**src/rtl/clk_div_multi_if.sv**
```systemverilog
// rtl/clk_div_multi_if.sv - control and output bundle for clk_div_multi
// Macro CLK_DIV_TICK_EN adds the per-channel tick wrap pulse.
interface clk_div_multi_if #(
  parameter int WIDTH  = 8,
  parameter int NUM_CH = 4,
  parameter int SEL_W  = 2
);
  logic              load;
  logic [SEL_W-1:0]  ch_sel;
  logic [WIDTH-1:0]  N;
  logic              sync;
  logic [NUM_CH-1:0] OutFreq;
  logic [NUM_CH-1:0] busy;
`ifdef CLK_DIV_TICK_EN
  logic [NUM_CH-1:0] tick;

  modport master (output load, ch_sel, N, sync, input OutFreq, busy, tick);
  modport slave  (input load, ch_sel, N, sync, output OutFreq, busy, tick);
`else
  modport master (output load, ch_sel, N, sync, input OutFreq, busy);
  modport slave  (input load, ch_sel, N, sync, output OutFreq, busy);
`endif
endinterface

```
**src/rtl/clk_div_multi.sv**
```systemverilog
// rtl/clk_div_multi.sv - multi-channel glitch-free programmable clock divider
// Macro CLK_DIV_TICK_EN enables the per-channel tick wrap pulse output.
module clk_div_multi #(
  parameter int WIDTH  = 8,
  parameter int NUM_CH = 4,
  parameter int SEL_W  = 2
) (
  input  logic            RefClk,
  input  logic            reset,
  clk_div_multi_if.slave  bus
);

  logic [WIDTH-1:0]  shadow [NUM_CH];
  logic [WIDTH-1:0]  active [NUM_CH];
  logic [WIDTH-1:0]  count  [NUM_CH];
  logic [WIDTH-1:0]  act_n  [NUM_CH];
  logic [WIDTH-1:0]  cnt_n  [NUM_CH];
  logic [WIDTH:0]    half   [NUM_CH];
  logic [NUM_CH-1:0] pending, out_q;
  logic [NUM_CH-1:0] running, wrap, apply, run_n, out_n, hit;

  // Next-state is computed once here so the output register only ever sees
  // the count/divisor pair of the period it belongs to.
  always_comb begin
    for (int i = 0; i < NUM_CH; i++) begin
      running[i] = active[i] >= WIDTH'(2);
      wrap[i]    = running[i] && (count[i] == active[i] - WIDTH'(1));
      apply[i]   = pending[i] && (bus.sync || wrap[i] || !running[i]);
      act_n[i]   = apply[i] ? shadow[i] : active[i];
      run_n[i]   = act_n[i] >= WIDTH'(2);
      cnt_n[i]   = (bus.sync || wrap[i] || !running[i]) ? '0 : count[i] + WIDTH'(1);
      half[i]    = ({1'b0, act_n[i]} + (WIDTH+1)'(1)) >> 1;
      out_n[i]   = run_n[i] && ({1'b0, cnt_n[i]} < half[i]);
      hit[i]     = bus.load && (bus.ch_sel == SEL_W'(i));
    end
  end

  always_ff @(posedge RefClk or posedge reset) begin
    if (reset) begin
      for (int i = 0; i < NUM_CH; i++) begin
        shadow[i] <= '0;
        active[i] <= '0;
        count[i]  <= '0;
      end
      pending <= '0;
      out_q   <= '0;
    end else begin
      for (int i = 0; i < NUM_CH; i++) begin
        active[i] <= act_n[i];
        count[i]  <= cnt_n[i];
        out_q[i]  <= out_n[i];
        // A load coinciding with an apply keeps pending set for the new value.
        if (hit[i]) begin
          shadow[i]  <= bus.N;
          pending[i] <= 1'b1;
        end else if (apply[i]) begin
          pending[i] <= 1'b0;
        end
      end
    end
  end

  assign bus.OutFreq = out_q;
  assign bus.busy    = pending;

`ifdef CLK_DIV_TICK_EN
  logic [NUM_CH-1:0] tick_q;

  always_ff @(posedge RefClk or posedge reset) begin
    if (reset) begin
      tick_q <= '0;
    end else begin
      tick_q <= running & (wrap | {NUM_CH{bus.sync}}) & run_n;
    end
  end

  assign bus.tick = tick_q;
`endif

endmodule

```
**src/flat_wrapper.sv**
```systemverilog
// flat-port wrapper written by rule: the top's interface ports become plain ports
module clk_div_multi_flat 
#(
  parameter int WIDTH  = 8,
  parameter int NUM_CH = 4,
  parameter int SEL_W  = 2
)
  (RefClk, reset, bus_load, bus_ch_sel, bus_N, bus_sync, bus_OutFreq, bus_busy);
  clk_div_multi_if #(.WIDTH(WIDTH), .NUM_CH(NUM_CH), .SEL_W(SEL_W)) bus_i ();
  input  logic RefClk;
  input  logic reset;
  input wire logic [$bits(bus_i.load)-1:0] bus_load;
  input wire logic [$bits(bus_i.ch_sel)-1:0] bus_ch_sel;
  input wire logic [$bits(bus_i.N)-1:0] bus_N;
  input wire logic [$bits(bus_i.sync)-1:0] bus_sync;
  output wire logic [$bits(bus_i.OutFreq)-1:0] bus_OutFreq;
  output wire logic [$bits(bus_i.busy)-1:0] bus_busy;
  assign bus_i.load = bus_load;
  assign bus_i.ch_sel = bus_ch_sel;
  assign bus_i.N = bus_N;
  assign bus_i.sync = bus_sync;
  assign bus_OutFreq = bus_i.OutFreq;
  assign bus_busy = bus_i.busy;
  clk_div_multi #(.WIDTH(WIDTH), .NUM_CH(NUM_CH), .SEL_W(SEL_W)) u_core (.RefClk(RefClk), .reset(reset), .bus(bus_i));
endmodule
```
**config.mk**
```make
export PLATFORM = sky130hd
export DESIGN_NAME = clk_div_multi_flat
export DESIGN_NICKNAME = d
export VERILOG_FILES = /design/src/rtl/clk_div_multi_if.sv /design/src/rtl/clk_div_multi.sv /design/src/flat_wrapper.sv
export SDC_FILE = /design/constraint.sdc
export NUM_CORES = 1
export LEC_CHECK = 0
export CAP_MARGIN = 15
export CORE_MARGIN = 4
export CORE_UTILIZATION = 50
export DETAILED_ROUTE_END_ITERATION = 7
export PLACE_DENSITY_LB_ADDON = 0.2
export SKIP_CTS_REPAIR_TIMING = 1
export SLEW_MARGIN = 30
export SYNTH_ARGS = -nofsm -noshare
export SYNTH_HDL_FRONTEND = slang
export SYNTH_SLANG_ARGS = --single-unit
export TNS_END_PERCENT = 100
```
**constraint.sdc**
```tcl
create_clock -name RefClk -period 7 [get_ports RefClk]
set_clock_uncertainty 0.2 [all_clocks]
set_input_delay 1.75 -clock RefClk [delete_from_list [all_inputs] [get_ports RefClk]]
set_output_delay 1.75 -clock RefClk [all_outputs]
set_load 0.01 [all_outputs]
```
==> metrics.cfg <==
[outcome]
status = completed

[sta]
finalSetupTns_ps = 0
fmax_ghz = 0.174
hold_viol = 0
finalCriticalPeriod_ps = 5740
slew_viol_final = 0
tightest_slew_ps = 671
rsz0062_at_grt = false
relSlewSlack = 0.551
setup_viol = 0
finalCritPeriodShare = 0.821

[placement]
place.port_buffers = 21
place_congestion = 0.879
dpl.cell_count = 846
dp_hpwl_mm = 10.9

[synthesis]
netlist.area_leader.share = 0.383
synth.ff_latch_count = 104
seq_area_frac_synth = 0.383
synth_nets = 730
synthCells = 668
synth-main-ff-cell = dfrtp_1
ys_top_cells_by_area = dfrtp_1 38%, ha_1 8.8%, mux2_2 8.3%
ys_types = 66
syn-cell-area_sq_um = 6790
syn_area_per_cell_sq_um = 10.2
async_reset_ff_frac = 1.00
yosys_warnings = 0
synth-edff-count = 0
yosysTopAreaCell = dfrtp_1

[worst_setup_path]
start_kind = input port
path_class = in -> reg
cp_cell_sequence = clkdlybuf4s50_1 -> a21oi_1 -> o31ai_1 -> buf_4 -> nand2_1 -> mux2_2 -> ha_1 -> and3_1 -> a41oi_1 -> xnor2_1 -> ha_1 -> a21o_1 -> a21o_1 -> a2111oi_0
crit_required_ps = 7000
worst_setup_path_end_kind = flip-flop
critical_path_arrival_ps = 5750
path_buf_inv = 2
critical_path.max_stage_delay_ps = 600
critPathTopFamily = compound AO/OA/AOI/OAI gates
crit_fanout = 17
critPathSlowestCell = clkdlybuf4s50_1

[min_path]
min_path_type = reg -> reg

[global_routing]
gr-total-overflow = 0
grt_pass1_vias = 5087
antenna_found_initial = 0
track_usage = 0.194
grt_pass1_wl_mm = 24.9
grt_max_degree = 54

[finish]
areaGrowthSynthToFinish_pct = 9.72
finalCoreUtilization = 0.562
antennaDiodeCount = 0
instances_no_fill = 862
fin_nets = 743
drive_gt1_frac = 0.131

[routing]
ant_nets = 0
drt-initial-drc-count = 343
drtPass1Iterations = 5
route.detailed.drc = 0
wl_per_cell_microns = 16.9
wirelength_mm = 14.6
dr_total_vias = 4941
vias_per_cell = 5.73

[floorplan]
chipHeight_microns = 125
core_area_sq_um = 13200
start_util = 0.512
rows = 42
die_area_sq_um = 15500
ios = 22
die_w_microns = 125

[clock_network]
cts_max_path_buffers = 2
clockRootBuffer = clkbuf_16
cts.sinks = 104
cts_tree = done
htree_num_levels = 3
cts_buffers = 9
clk_latency_ps = 350
clk_pin_slew_ps = 70

[flow_run]
maxCapViolations = 0

[power]
vdd_drop_max_uv = 199
p_leak_nw = 3.29
pwr_density_cell_nw_per_um2 = 357

==> sequential cells by signal, summed over array words and instances, names as in the netlist <==
register	count
u_core.active	32
u_core.count	32
u_core.shadow	32
u_core.bus.OutFreq	4
u_core.bus.busy	4
==> area by class of cell <==
| class | count | area [sq um] |
|---|---|---|
| fillers | 1186 | 5800 |
| multi-input cells | 507 | 3940 |
| flip-flops and latches | 104 | 2600 |
| repair buffers | 24 | 233 |
| clock buffers | 9 | 225 |
| well taps | 176 | 220 |
| inverters | 35 | 134 |
| clock inverters | 7 | 96.3 |
==> kinds of logic after synthesis <==
family / share of synthesized area
xor+xnor: 0.115
buf+inv: 0.0367
compound gates: 0.0903
mux: 0.123
simple gates: 0.163
fa+ha+maj: 0.0885
flops: 0.383
==> metal layers <==
metal / wire length (microns) / global-route usage / up-vias
li1: - / - / 2414
met1: 7030 / 0.274 / 2405
met2: 6790 / 0.307 / 100
met3: 489 / 0.0270 / 22
met4: 252 / 0.0664 / 0
met5: 0 / 0 / -
==> metrics by stage <==
step | worst slack (ps) | hold slack (ps) | instance area (sq um) | power [mW]
floorplan | 2050 | 300 | 6790 | 1.84
global placement | 1190 | 329 | 7120 | 2.08
detailed placement | 932 | 323 | 7120 | 2.12
CTS | 1240 | 338 | 7450 | 2.67
global route | 1020 | 390 | 7450 | 2.86
finish | 1260 | 336 | 7450 | 2.66
==> cell usage in the layout (no fill, tap or decap), drive strengths merged, types with 10 or more instances in the layout <==
cell type and n:
dfrtp 104, mux2 52, nor2 62, and3 12
xnor2 45, xor2 44, nand4 12, o21ai 20
inv 35, mux2i 24, a21oi 15, nand3 39
or3 10, nor3 13, nand2 31, clkdlybuf4s50 21
nor4 10, ha 48
==> cells in the mapped netlist (all sizes together), types with 3 or more instances <==
| master | n |
|---|---|
| ha | 48 |
| xnor2 | 45 |
| and3 | 12 |
| a2111oi | 3 |
| a211oi | 5 |
| nand2 | 31 |
| a21o | 7 |
| xor2 | 44 |
| clkbuf | 14 |
| nor4 | 10 |
| or4 | 7 |
| nand4 | 12 |
| buf | 8 |
| or3 | 10 |
| nand3b | 4 |
| nand3 | 39 |
| mux2i | 24 |
| o31ai | 3 |
| or2 | 3 |
| mux2 | 52 |
| inv | 35 |
| dfrtp | 104 |
| nor3 | 13 |
| nand2b | 4 |
| o41ai | 3 |
| nor2 | 62 |
| nor2b | 3 |
| o21ai | 20 |
| a21oi | 15 |
==> where the power goes <==
group | total [mW] | leakage (nW) | switching (mW) | internal [mW]
clock network | 0.544 | 0.148 | 0.231 | 0.313
logic | 1.08 | 1.86 | 0.560 | 0.516
registers | 1.04 | 1.29 | 0.286 | 0.756
total | 2.66 | 3.29 | 1.08 | 1.58
==> final timing paths <==
path,cells after the start,slack (ps),startpoint,endpoint
worst min-delay path,1,340,u_core.shadow[8],u_core.shadow[8]
max in group asynchronous,3,3830,reset,u_core.active[7]
worst max register to register,17,1930,u_core.active[8],u_core.bus.OutFreq[2]
worst min register to register,1,340,u_core.shadow[8],u_core.shadow[8]
worst max-delay path,14,1260,bus_sync,u_core.bus.OutFreq[0]
min in group asynchronous,2,1660,reset,u_core.active[13]
(Power assumes the default switching activity.)
